<file path="config.mk">
export PLATFORM = sky130hd
export DESIGN_NAME = mux_z_deserializer
export DESIGN_NICKNAME = d
export VERILOG_FILES = /design/src/rtl/mux_z_deserializer.sv
export SDC_FILE = /design/constraint.sdc
export NUM_CORES = 1
export LEC_CHECK = 0
export CAP_MARGIN = 0
export CORE_ASPECT_RATIO = 0.8
export CORE_UTILIZATION = 50
export CTS_CLUSTER_SIZE = 25
export DETAILED_ROUTE_END_ITERATION = 6
export GPL_ROUTABILITY_DRIVEN = 0
export HOLD_SLACK_MARGIN = 0.08
export MAX_ROUTING_LAYER = met4
export PLACE_DENSITY_LB_ADDON = 0.15
export SKIP_LAST_GASP = 1
export SLEW_MARGIN = 20
export SYNTH_ARGS = -nofsm -noshare
export SYNTH_HDL_FRONTEND = slang
export SYNTH_SLANG_ARGS = --single-unit
export TNS_END_PERCENT = 10
</file>
<file path="constraint.sdc">
create_clock -name clk -period 3.5 [get_ports clk]
set_input_delay 0.875 -clock clk [delete_from_list [all_inputs] [get_ports clk]]
set_output_delay 0.875 -clock clk [all_outputs]
set_load 0.01 [all_outputs]
</file>
<file path="src/rtl/mux_z_deserializer.sv">
// mux_z_deserializer: packs qualified Z bits from the late-select mux LSB-first into WIDTH-bit
// words on a valid/ready output. Optional parity generation/check under MUX_Z_DESER_PARITY_EN.
module mux_z_deserializer #(
  parameter int WIDTH  = 8,
  parameter int DROP_W = 4,
  localparam int LW    = $clog2(WIDTH + 1)
) (
  input  logic              clk,
  input  logic              rst_n,
  input  logic              z_in,
  input  logic              z_valid,
  input  logic              z_late,
  input  logic              flush,
  output logic [WIDTH-1:0]  word_out,
  output logic [LW-1:0]     word_len,
  output logic [LW-1:0]     late_cnt,
  output logic              word_valid,
  input  logic              word_ready,
  output logic [DROP_W-1:0] drop_cnt,
  output logic              drop_sticky
`ifdef MUX_Z_DESER_PARITY_EN
  ,
  input  logic              par_in,
  output logic              word_par,
  output logic              par_err
`endif
);

  typedef enum logic {COLLECT, HOLD} state_t;

  state_t           state;
  logic [WIDTH-1:0] sreg;
  logic [LW-1:0]    cnt;
  logic [LW-1:0]    late_acc;

  logic [WIDTH-1:0] bit_mask;
  logic [WIDTH-1:0] sreg_nxt;
  logic [LW-1:0]    cnt_nxt;
  logic [LW-1:0]    late_nxt;
  logic             handshake;
  logic             take_bit;
  logic             emit;
  logic             drop;

  // Accumulators are zero at every word boundary, so the handshake-cycle bit can reuse the
  // ordinary insert path and lands at position 0 without a bubble.
  always_comb begin
    bit_mask  = {{(WIDTH-1){1'b0}}, 1'b1} << cnt;
    handshake = (state == HOLD) && word_ready;
    take_bit  = z_valid && ((state == COLLECT) || handshake);
    sreg_nxt  = (take_bit && z_in) ? (sreg | bit_mask) : sreg;
    cnt_nxt   = cnt + {{(LW-1){1'b0}}, take_bit};
    late_nxt  = late_acc + {{(LW-1){1'b0}}, (take_bit && z_late)};
    emit      = (state == COLLECT) &&
                ((cnt_nxt == LW'(WIDTH)) || (flush && (cnt_nxt != '0)));
    drop      = (state == HOLD) && !word_ready && z_valid;
  end

  always_ff @(posedge clk or negedge rst_n) begin
    if (!rst_n) begin
      state      <= COLLECT;
      sreg       <= '0;
      cnt        <= '0;
      late_acc   <= '0;
      word_out   <= '0;
      word_len   <= '0;
      late_cnt   <= '0;
      word_valid <= 1'b0;
    end else if (emit) begin
      state      <= HOLD;
      word_out   <= sreg_nxt;
      word_len   <= cnt_nxt;
      late_cnt   <= late_nxt;
      word_valid <= 1'b1;
      sreg       <= '0;
      cnt        <= '0;
      late_acc   <= '0;
    end else begin
      sreg     <= sreg_nxt;
      cnt      <= cnt_nxt;
      late_acc <= late_nxt;
      if (handshake) begin
        state      <= COLLECT;
        word_valid <= 1'b0;
      end
    end
  end

  // Drop accounting saturates rather than wrapping so a long stall never reads as a short one.
  always_ff @(posedge clk or negedge rst_n) begin
    if (!rst_n) begin
      drop_cnt    <= '0;
      drop_sticky <= 1'b0;
    end else if (drop) begin
      drop_sticky <= 1'b1;
      if (drop_cnt != {DROP_W{1'b1}}) drop_cnt <= drop_cnt + DROP_W'(1);
    end
  end

`ifdef MUX_Z_DESER_PARITY_EN
  logic par_nxt;
  assign par_nxt = ^sreg_nxt;

  // Unused upper bits are zero, so XOR over the whole word equals parity of the valid bits.
  always_ff @(posedge clk or negedge rst_n) begin
    if (!rst_n) begin
      word_par <= 1'b0;
      par_err  <= 1'b0;
    end else begin
      par_err <= 1'b0;
      if (emit) begin
        word_par <= par_nxt;
        par_err  <= (cnt_nxt == LW'(WIDTH)) && (par_in != par_nxt);
      end
    end
  end
`endif

endmodule

</file>
==> impl_metrics.py <==
metrics = {
    "grt": {
        "overflow": 0,
        "met2_usage": 0.3436,
        "grt_pass1_wl_mm": 4.871,
        "antenna_found_initial": 0,
        "busiest_layer": "met2",
        "gr-usage-met3": 0.07391,
        "grt.met1_usage": 0.2329,
        "grt_pass1_vias": 1095,
        "track_usage": 0.2044,
        "grt_start_max_net_pins": 39,
    },
    "timing": {
        "period_minus_slack_ps": 3191,
        "setup_viol": 0,
        "tightest_slew_ps": 820.9,
        "fin_crit_sh": 0.9116,
        "slew_violations": 0,
        "finClkSkew_ps": 5.982,
        "finalHoldViolations": 0,
        "setup_tns_ps": 0,
        "rsz0062_at_grt": "false",
        "hold_ws_ps": 481.3,
        "max_freq_mhz": 313.4,
        "slew_headroom": 0.4528,
    },
    "setup_path": {
        "crit_path_max_fanout": 19,
        "critPathArrivalTime_ps": 3390,
        "rr_worst_depth": 9,
        "end_kind": "flip-flop",
        "reg2reg_setup_slack_ps": 960,
        "r2r-start": "state",
        "startpoint_type": "input pin",
        "path_class": "in2reg",
        "critPathRequiredTime_ps": 3700,
        "reg2reg_to": "word_out[3]",
    },
    "final_layout": {
        "final_cell_mix": "dfrtp_1, clkdlybuf4s50_1, nor2_1, inv_1, mux2i_1",
        "fillCellCount": 247,
        "area_delta_synth_final_pct": 25.85,
        "final_util": 0.6573,
        "regArea_um2": 950.9,
        "antenna_cells": 0,
        "layout.nets": 184,
        "drive_gt1_frac": 0.1047,
        "final_common_cell": "dfrtp_1",
        "design_area_um2": 2028,
        "multi_input_area_um2": 589.3,
    },
    "yosys": {
        "synth_top_area_frac": 0.5901,
        "synth.avg_cell_area_um2": 11.85,
        "syn_inst": 136,
        "synth_warnings": 0,
        "synth_edf_count": 0,
        "synthArstFlopShare": 1.000,
        "yosysUniqueCellTypes": 30,
        "ys_seq_elements": 38,
        "seq_area_frac_synth": 0.5901,
        "synth.largest_area_cell": "dfrtp_1",
        "netlist_area_um2": 1612,
        "syn-num-nets": 148,
        "synth_area_leaders": "dfrtp_1, mux2i_1, ha_1",
        "ys.flop_type": "dfrtp_1",
    },
    "placed_design": {
        "dpl_cell_area_um2": 1949,
        "dp_hpwl_mm": 2.130,
        "port_buffers": 28,
    },
    "status": {
        "status": "finished, final reports clean",
    },
    "detailed_routing": {
        "dr.pass1.iters": 4,
        "wl_mm": 2.991,
        "route.detailed.wl_per_inst_um": 14.11,
        "vias": 1097,
        "ant_nets": 0,
        "drc_errors": 0,
        "drt_iter0_drc": 94,
        "via_per_inst": 5.175,
    },
    "pwr": {
        "p_total_mw": 1.735,
        "vdd_drop_max_v": 0.0005105,
        "p_leak_nw": 0.9285,
        "powerDensity_nw_per_um2": 855.4,
    },
    "clocking": {
        "cts_buffer_depth": 2,
        "cts_setup_buffers": 0,
        "ctsHoldBuffers": 0,
        "clk_pin_slew_ps": 70,
        "cts_made_buffers": 5,
        "root_buffer": "clkbuf_8",
        "cts_tree": "built",
        "cts_sinks": 38,
        "clk_latency_ps": 280,
        "cts-resized-gates": 0,
        "cts-htree-levels": 2,
    },
    "min_path": {
        "hp-class": "reg2reg",
        "holdPathStages": 1,
        "min_from": "drop_sticky",
        "hold_path_end": "drop_sticky",
    },
    "die": {
        "die_w_um": 65.48,
        "coreArea_um2": 3085,
        "start_util": 0.5223,
        "dieArea_um2": 3456,
        "std_cell_rows": 18,
        "io_pins": 29,
        "die_y_um": 52.78,
    },
    "job": {
        "drv_cap": 0,
    },
}
cell families (layout without fill, tap and decap cells):
family | after synthesis | count (layout) | synth area share
XOR/XNOR | 7 | 7 | 0.04271
adder cells (fa/ha/maj) | 5 | 5 | 0.03882
AO/OA/AOI/OAI | 18 | 18 | 0.07531
AND/OR/NAND/NOR | 40 | 40 | 0.1258
multiplexers | 13 | 13 | 0.08308
buffers and inverters | 15 | 51 | 0.04426
flip-flops | 38 | 38 | 0.5901
cell usage after synthesis (2+ instances only):
master,n
xor2_1,3
inv_1,13
nor2b_1,5
nand3_1,3
dfrtp_1,38
ha_1,5
a21oi_1,7
nand2_1,4
and3_1,2
nor3_1,2
nand2b_1,2
and2_1,2
a31oi_1,2
o21ai_0,4
nor2_1,15
a21oi_4,2
xnor2_1,3
mux2_2,3
mux2i_1,10
worst max-delay path, stage by stage:
cell	delay (ps)
clkdlybuf4s50_1	410
nand2b_1	180
and2_1	170
ha_1	200
ha_1	320
nor3_1	430
a21oi_4	140
a21oi_4	250
buf_12	200
mux2i_1	200
power breakdown:
| group | switching, mW | leakage (nW) | internal (mW) | total [mW] |
|---|---|---|---|---|
| clock network | 0.142 | 0.0438 | 0.133 | 0.276 |
| registers | 0.0999 | 0.503 | 0.572 | 0.672 |
| logic | 0.380 | 0.382 | 0.407 | 0.787 |
| total | 0.622 | 0.929 | 1.11 | 1.73 |
per-layer routing:
metal	routed length, µm	up-vias
met3	130	2
li1	-	521
met2	1520	23
met5	0	-
met1	1322	551
met4	17	0
state kept, by name (all words and copies together), names as in the netlist:
signal	count
drop_sticky	1
sreg	8
cnt	4
word_len	4
late_acc	4
late_cnt	4
drop_cnt	4
state	1
word_out	8
cell type report:
class / count / share of cell area
flip-flops and latches: 38 / 0.4688
repair buffers: 31 / 0.1530
clock inverters: 2 / 0.004935
clock buffers: 5 / 0.03393
well taps: 40 / 0.02468
multi-input cells: 83 / 0.2906
inverters: 13 / 0.02406
stage by stage:
step,cells,worst slack [ps]
floorplan,136,596.6
global placement,205,156.1
detailed placement,205,38.22
CTS,212,319.9
global route,212,200.3
finish,212,309.5
worst max-delay path by stage:
stage          startpoint           to  cells past startpoint  slack, ps
2_1_floorplan  word_ready  late_cnt[0]                      8        600
3_3_place_gp   word_ready  late_cnt[1]                      9        160
3_5_place_dp   word_ready  word_out[7]                     10         40
4_1_cts        word_ready  word_out[7]                     10        320
5_1_grt        word_ready  word_out[3]                     10        200
6_report       word_ready  word_out[3]                     10        310
No activity file was read; power rests on OpenSTA's default activity.
